### config.mk
export PLATFORM = sky130hd
export DESIGN_NAME = sid_svf_multi_flat
export DESIGN_NICKNAME = d
export VERILOG_FILES = /design/src/rtl/sid_svf_multi_if.sv /design/src/rtl/sid_svf_multi.sv /design/src/flat_wrapper.sv
export SDC_FILE = /design/constraint.sdc
export NUM_CORES = 2
export LEC_CHECK = 0
export ABC_AREA = 1
export CORE_MARGIN = 2
export CORE_UTILIZATION = 45
export DETAILED_ROUTE_END_ITERATION = 7
export GPL_TIMING_DRIVEN = 0
export SYNTH_ARGS = -nofsm -noshare
export SYNTH_HDL_FRONTEND = slang
export SYNTH_SLANG_ARGS = --single-unit
### constraint.sdc
create_clock -name clk -period 9.7 [get_ports clk]
set_input_delay 1.94 -clock clk [delete_from_list [all_inputs] [get_ports clk]]
set_output_delay 1.94 -clock clk [all_outputs]
set_load 0.1 [all_outputs]
### src/rtl/sid_svf_multi_if.sv
// sid_svf_multi_if: frame control, per-channel filter settings and audio outputs of the multi-channel SID filter
interface sid_svf_multi_if #(
  parameter int CHANNELS = 2,
  parameter int VOICES = 3,
  parameter int DW = 12,
  parameter int AW = DW + 6
);
  logic start;
  logic [CHANNELS*VOICES*DW-1:0] voice_in;
  logic [CHANNELS*DW-1:0] ext_in;
  logic [CHANNELS*11-1:0] fc;
  logic [CHANNELS*4-1:0] res;
  logic [CHANNELS*(VOICES+1)-1:0] route;
  logic [CHANNELS*3-1:0] mode;
  logic [CHANNELS-1:0] voff;
  logic [CHANNELS*4-1:0] vol;
  logic filter_en;
  logic busy;
  logic overrun;
  logic [CHANNELS*AW-1:0] sound;
  logic [CHANNELS-1:0] sound_valid;
  modport master (
    output start, voice_in, ext_in, fc, res, route, mode, voff, vol, filter_en,
    input busy, overrun, sound, sound_valid
  );
  modport slave (
    input start, voice_in, ext_in, fc, res, route, mode, voff, vol, filter_en,
    output busy, overrun, sound, sound_valid
  );
endinterface

### src/rtl/sid_svf_multi.sv
// sid_svf_multi: time-multiplexed saturating SID state-variable filter shared across several channels
module sid_svf_multi #(
  parameter int CHANNELS = 2,
  parameter int VOICES = 3,
  parameter int DW = 12,
  parameter int AW = DW + 6
) (
  input logic clk,
  input logic rst,
  sid_svf_multi_if.slave s
);
  localparam int WW = AW + 20;
  localparam int NI = VOICES + 1;
  localparam int CW = CHANNELS > 1 ? $clog2(CHANNELS) : 1;
  localparam int IW = $clog2(VOICES + 1);
  localparam logic [CW-1:0] C_LAST = CW'(CHANNELS - 1);
  localparam logic [IW-1:0] I_LAST = IW'(VOICES);
  localparam logic [IW-1:0] I_VLAST = IW'(VOICES - 1);
  localparam logic signed [WW-1:0] S_MAX = (WW'(1) <<< (AW - 1)) - 1;
  localparam logic signed [WW-1:0] S_MIN = -S_MAX - 1;
  localparam logic signed [WW-1:0] ZW = '0;
  localparam logic [10:0] QT [16] = '{11'd1448, 11'd1328, 11'd1218, 11'd1117, 11'd1024, 11'd939,
    11'd861, 11'd790, 11'd724, 11'd664, 11'd609, 11'd558, 11'd512, 11'd470, 11'd431, 11'd395};
  typedef enum logic [2:0] {IDLE, SUM, COEF, BP, LP, HP, MIX, OUT} state_t;
  state_t state, state_n;
  logic [CW-1:0] ch;
  logic [IW-1:0] idx;
  logic [CHANNELS*VOICES*DW-1:0] voice_s;
  logic [CHANNELS*DW-1:0] ext_s;
  logic [CHANNELS*11-1:0] fc_s;
  logic [CHANNELS*4-1:0] res_s;
  logic [CHANNELS*NI-1:0] route_s;
  logic [CHANNELS*3-1:0] mode_s;
  logic [CHANNELS-1:0] voff_s;
  logic [CHANNELS*4-1:0] vol_s;
  logic fen_s;
  logic signed [AW-1:0] vhp [CHANNELS];
  logic signed [AW-1:0] vbp [CHANNELS];
  logic signed [AW-1:0] vlp [CHANNELS];
  logic signed [AW-1:0] vi, vnf, y;
  logic [16:0] w0;
  logic [10:0] q;
  logic [CHANNELS*AW-1:0] sound_r;
  logic [CHANNELS-1:0] valid_r;
  logic ovr_r;
  logic signed [DW-1:0] cur;
  logic signed [AW-1:0] xa;
  logic rt, nf_skip;
  logic [10:0] fc_c;
  logic [3:0] res_c, vol_c;
  logic [2:0] mode_c;
  logic signed [WW-1:0] w0_x, q_x, vol_x;
  logic signed [AW-1:0] bp_n, lp_n, hp_n, vf_n, y_n, snd_n;

  function automatic logic signed [AW-1:0] sat(input logic signed [WW-1:0] v);
    return v > S_MAX ? AW'(S_MAX) : v < S_MIN ? AW'(S_MIN) : AW'(v);
  endfunction

  // state register
  always_ff @(posedge clk) state <= rst ? IDLE : state_n;

  // sequencing: SUM over every input, then coefficient fetch and the three integrator updates, mix, output
  always_comb begin
    state_n = state;
    case (state)
      IDLE: state_n = s.start ? SUM : IDLE;
      SUM: state_n = idx == I_LAST ? COEF : SUM;
      COEF: state_n = BP;
      BP: state_n = LP;
      LP: state_n = HP;
      HP: state_n = MIX;
      MIX: state_n = OUT;
      OUT: state_n = ch == C_LAST ? IDLE : SUM;
      default: state_n = IDLE;
    endcase
  end

  // shared datapath: operand selection for the current channel plus full-width products before shifting
  always_comb begin
    cur = idx == I_LAST ? ext_s[int'(ch)*DW +: DW] : voice_s[(int'(ch)*VOICES + int'(idx))*DW +: DW];
    xa = AW'(cur) <<< 2;
    rt = route_s[int'(ch)*NI + int'(idx)];
    nf_skip = voff_s[ch] && idx == I_VLAST;
    fc_c = fc_s[int'(ch)*11 +: 11];
    res_c = res_s[int'(ch)*4 +: 4];
    vol_c = vol_s[int'(ch)*4 +: 4];
    mode_c = mode_s[int'(ch)*3 +: 3];
    w0_x = WW'(w0);
    q_x = WW'(q);
    vol_x = WW'(vol_c);
    bp_n = sat(WW'(vbp[ch]) - ((w0_x * WW'(vhp[ch])) >>> 19));
    lp_n = sat(WW'(vlp[ch]) - ((w0_x * WW'(vbp[ch])) >>> 19));
    hp_n = sat(((WW'(vbp[ch]) * q_x) >>> 10) - WW'(vlp[ch]) - WW'(vi));
    vf_n = sat((mode_c[0] ? WW'(vlp[ch]) : ZW) + (mode_c[1] ? WW'(vbp[ch]) : ZW) + (mode_c[2] ? WW'(vhp[ch]) : ZW));
    y_n = fen_s ? sat(WW'(vnf) - WW'(vf_n)) : sat(WW'(vnf) + WW'(vi));
    snd_n = sat((WW'(y) * vol_x) >>> 3);
  end

  // input snapshot, accumulation, integrator updates and per-channel output registers
  always_ff @(posedge clk) begin
    if (rst) begin
      ch <= '0;
      idx <= '0;
      vi <= '0;
      vnf <= '0;
      y <= '0;
      w0 <= '0;
      q <= '0;
      sound_r <= '0;
      valid_r <= '0;
      ovr_r <= 1'b0;
      for (int c = 0; c < CHANNELS; c++) begin
        vhp[c] <= '0;
        vbp[c] <= '0;
        vlp[c] <= '0;
      end
    end else begin
      ovr_r <= s.start && state != IDLE;
      valid_r <= '0;
      if (state == IDLE && s.start) begin
        voice_s <= s.voice_in;
        ext_s <= s.ext_in;
        fc_s <= s.fc;
        res_s <= s.res;
        route_s <= s.route;
        mode_s <= s.mode;
        voff_s <= s.voff;
        vol_s <= s.vol;
        fen_s <= s.filter_en;
        ch <= '0;
        idx <= '0;
      end
      if (state == SUM) begin
        idx <= idx + 1'b1;
        vi <= (idx == '0 ? '0 : vi) + (rt ? xa : '0);
        vnf <= (idx == '0 ? '0 : vnf) + (!rt && !nf_skip ? xa : '0);
      end
      if (state == COEF) begin
        w0 <= 17'((32'd82355 * (32'(fc_c) + 32'd1)) >> 12);
        q <= QT[res_c];
      end
      if (state == BP) vbp[ch] <= bp_n;
      if (state == LP) vlp[ch] <= lp_n;
      if (state == HP) vhp[ch] <= hp_n;
      if (state == MIX) y <= y_n;
      if (state == OUT) begin
        sound_r[int'(ch)*AW +: AW] <= snd_n;
        valid_r[ch] <= 1'b1;
        ch <= ch + 1'b1;
        idx <= '0;
      end
    end
  end

  assign s.busy = state != IDLE;
  assign s.overrun = ovr_r;
  assign s.sound = sound_r;
  assign s.sound_valid = valid_r;
endmodule

### src/flat_wrapper.sv
// flat-port wrapper written by rule: the top's interface ports become plain ports
module sid_svf_multi_flat 
#(
  parameter int CHANNELS = 2,
  parameter int VOICES = 3,
  parameter int DW = 12,
  parameter int AW = DW + 6
)
  (clk, rst, s_start, s_voice_in, s_ext_in, s_fc, s_res, s_route, s_mode, s_voff, s_vol, s_filter_en, s_busy, s_overrun, s_sound, s_sound_valid);
  sid_svf_multi_if #(.CHANNELS(CHANNELS), .VOICES(VOICES), .DW(DW), .AW(AW)) s_i ();
  input logic clk;
  input logic rst;
  input wire logic [$bits(s_i.start)-1:0] s_start;
  input wire logic [$bits(s_i.voice_in)-1:0] s_voice_in;
  input wire logic [$bits(s_i.ext_in)-1:0] s_ext_in;
  input wire logic [$bits(s_i.fc)-1:0] s_fc;
  input wire logic [$bits(s_i.res)-1:0] s_res;
  input wire logic [$bits(s_i.route)-1:0] s_route;
  input wire logic [$bits(s_i.mode)-1:0] s_mode;
  input wire logic [$bits(s_i.voff)-1:0] s_voff;
  input wire logic [$bits(s_i.vol)-1:0] s_vol;
  input wire logic [$bits(s_i.filter_en)-1:0] s_filter_en;
  output wire logic [$bits(s_i.busy)-1:0] s_busy;
  output wire logic [$bits(s_i.overrun)-1:0] s_overrun;
  output wire logic [$bits(s_i.sound)-1:0] s_sound;
  output wire logic [$bits(s_i.sound_valid)-1:0] s_sound_valid;
  assign s_i.start = s_start;
  assign s_i.voice_in = s_voice_in;
  assign s_i.ext_in = s_ext_in;
  assign s_i.fc = s_fc;
  assign s_i.res = s_res;
  assign s_i.route = s_route;
  assign s_i.mode = s_mode;
  assign s_i.voff = s_voff;
  assign s_i.vol = s_vol;
  assign s_i.filter_en = s_filter_en;
  assign s_busy = s_i.busy;
  assign s_overrun = s_i.overrun;
  assign s_sound = s_i.sound;
  assign s_sound_valid = s_i.sound_valid;
  sid_svf_multi #(.CHANNELS(CHANNELS), .VOICES(VOICES), .DW(DW), .AW(AW)) u_core (.clk(clk), .rst(rst), .s(s_i));
endmodule
==> flow_summary.ini <==
[floorplanning]
start_util_pct = 45.4
dieArea_sq_mm = 0.129
core.rowCount = 130
fp.dieW_um = 360
core_area_sq_mm = 0.126
die_h_um = 360
io-pin-count = 194

[timing]
max_clock_freq_ghz = 0.105
fin_worst_skew_ns = 0.0377
tightest_slew_ns = 1.34
rsz0062_at_grt = yes
fin_ws_ns = 0.217
fin_crit_sh_pct = 97.8
final-max-slew-violation-count = 0
finalHoldViolations = 0
setup_viol = 0
finalCriticalPeriod_ns = 9.48
slew-limit-headroom_pct = 10.8

[route]
ant_nets = 0
drt_first_pass_iters = 5
vias = 48400
avgViaCountPerCell = 5.36
drt_wl_total_um = 188000
drc = 0
drt-initial-drc-count = 4216
wire_per_inst_um = 20.8

[pwr]
power_uw = 5830
seq_power_share_pct = 31.9
powerDensity_mw_per_mm2 = 91.5
ir_drop_mv = 0.135
p_leak_uw = 0.0316
p_switching_uw = 2300
p_clk_share_pct = 28.3
p_int_uw = 3530
p_comb_share_pct = 39.8
netSwitchingFraction_pct = 39.5

[cts]
htree_levels = 2
clk_latency_ns = 0.60
cts.clk_slew.worst_paths_ns = 0.07
clock_path_buffers = 3
tritoncts = done
cts.sinks = 383
cts_root_buf = clkbuf_16
numCtsBuffers = 43
hold_buffers = 0

[synth]
ys_async_sr_fraction_pct = 0
ys.flop_type = edfxtp_1
syn_area_sq_mm = 0.0570
synth_top_area_share_pct = 27.4
avgSynthCellArea_sq_um = 8.06
ys_ff_latch = 383
synth_area_leader_cell = fa_1
synthDistinctLibCells = 68
yosysWarnings = 0
synth_edf_count = 259
synthCells = 7069
synth.yosys.seq_area_share_pct = 18.0
ys_top_cells_by_count = 1,500 x inv_1, 1,165 x nand2_1, 780 x fa_1, 780 x nor2_1, 596 x ha_1
syn_nets = 8599
ys_top_cells_by_area = fa_1 27%, edfxtp_1 14%, ha_1 13%, inv_1 9.9%, nand2_1 7.7%
yosysMostFrequentCell = inv_1

[setup_path]
arrival_ns = 9.79
cp_slowest_stage_delay_ns = 0.80
r2r_slack_ns = 0.22
path_class = reg -> reg
slowest_stage = clkbuf_1
critical_path_required_ns = 10.01
worstPathMaxFanout = 10
cpMostUsedCell = nand2_1
end_kind = register
setup.worst_path.start_class = register

[global_route]
grt.total_usage_pct = 29.1
grt_antenna_before_repair = 5
overflow = 0
grt_pass1_vias = 48900
grt_max_degree = 37
grt_first_pass_wirelength_um = 288000

[final_layout]
fin_nets = 8862
n_fill_cell = 12300
drive_above_1_share_pct = 6.14
area.growth.synth_to_final_pct = 11.8

[outcome]
status = complete, no violations

[placement]
port_buffers = 192
gp_congestion = 0.977
dp_hpwl_um = 156000
place_ws_ns = -2.02

[flow_run]
drv_cap = 0

[hold_path]
hp-class = reg -> reg
-- cell usage in the layout (no fill, tap or decap), types with 21 or more instances in the layout --
cell,Yosys,routed
inv_1,1500,1488
nand2_1,1165,1138
fa_1,780,779
nor2_1,780,778
ha_1,596,594
a21oi_1,500,488
o21ai_0,311,301
edfxtp_1,259,259
clkdlybuf4s50_1,0,192
clkbuf_1,205,144
nand3_1,139,134
xor2_1,145,131
dfxtp_1,124,123
or2_2,103,103
xnor2_1,64,57
clkbuf_16,0,44
nor3_1,44,41
nand4_1,34,34
buf_4,4,33
clkbuf_2,0,29
o21bai_1,26,25
o211ai_1,22,22
clkinv_1,21,21
nand2_2,15,21
-- final cells by class --
class,count,area (sq um),area share (%)
clock inverter,27,255,0.401
inverter,1531,5820,9.13
multi-input combinational,4911,40700,63.9
buffer,239,1180,1.86
clock buffer,52,1140,1.79
antenna,4,10.0,0.0157
tap,1650,2060,3.24
timing repair buffer,223,2240,3.52
sequential,383,10300,16.1
-- flip-flops by register name, indices dropped and copies added, names as in the netlist, 6 cells and up, named ones only --
register and count:
u_core.voice_s 72, u_core.vi 16, u_core.vlp 36, u_core.fc_s 22, u_core.w0 17, u_core.vnf 16
u_core.res_s 8, u_core.vhp 36, u_core.s.sound 36, u_core.route_s 8, u_core.mode_s 6, u_core.ext_s 24
u_core.vbp 36, u_core.y 18, u_core.q 11, u_core.vol_s 8
-- critical path: cells and delay by family, from the launching register on --
family                     cells  cell delay, ns
and+or+nand+nor               14            1.45
buffers and inverters         10            1.91
DFF                            1            0.35
adders and majority gates      8            3.78
xor gates and xnor gates       1            0.24
AOI/OAI and AO/OA              5            1.47
-- power by group through the flow --
stage	clock network [uW]	registers, uW	logic [uW]
after CTS	1680	1860	2250
after global routing	1740	1860	2560
after global placement	0	1910	2200
after detailed placement	0	1890	2220
after floorplan	0	1880	1500
final	1650	1860	2320
-- final timing paths --
path,start,to,cells past startpoint
max reg2reg,u_core.w0[8],u_core.vlp[1][16],38
min,u_core.q[10],u_core.q[10],2
max,u_core.w0[8],u_core.vlp[1][16],38
min reg2reg,u_core.q[10],u_core.q[10],2
-- per-layer routing --
layer | track usage, % | wire length [um]
met4 | 9.79 | 7180
met1 | 38.2 | 77400
met5 | 0 | 27
met2 | 49.1 | 88900
met3 | 4.23 | 14200
-- what timing repair did --
item / CTS / global route
resized for setup: 156 / 206
buffers inserted: 8 / 18
cloned: 0 / 1
pin swaps: 2 / 12
setup endpoints to repair: 126 / 119
-- kinds of logic after synthesis --
group | synth area share [%]
multiplexers | 0.158
XOR/XNOR | 3.24
adder cells (fa/ha/maj) | 40.5
buffers and inverters | 11.8
flip-flops | 18.0
AO/OA/AOI/OAI | 9.81
AND/OR/NAND/NOR | 16.5
-- through the flow --
stage	cell area, sq um	TNS, ns	util, %	instances	hold slack (ns)
global route	63700	-0.474	50.7	9018	0.516
detailed placement	61000	-169.31	48.6	8915	0.470
floorplan	57000	0	-	7069	0.445
finish	63700	0	50.7	9020	0.487
CTS	62900	0	50.1	8999	0.480
global placement	61000	-720.99	48.5	8911	0.463
Note: power is estimated with default switching activity, not from simulation.
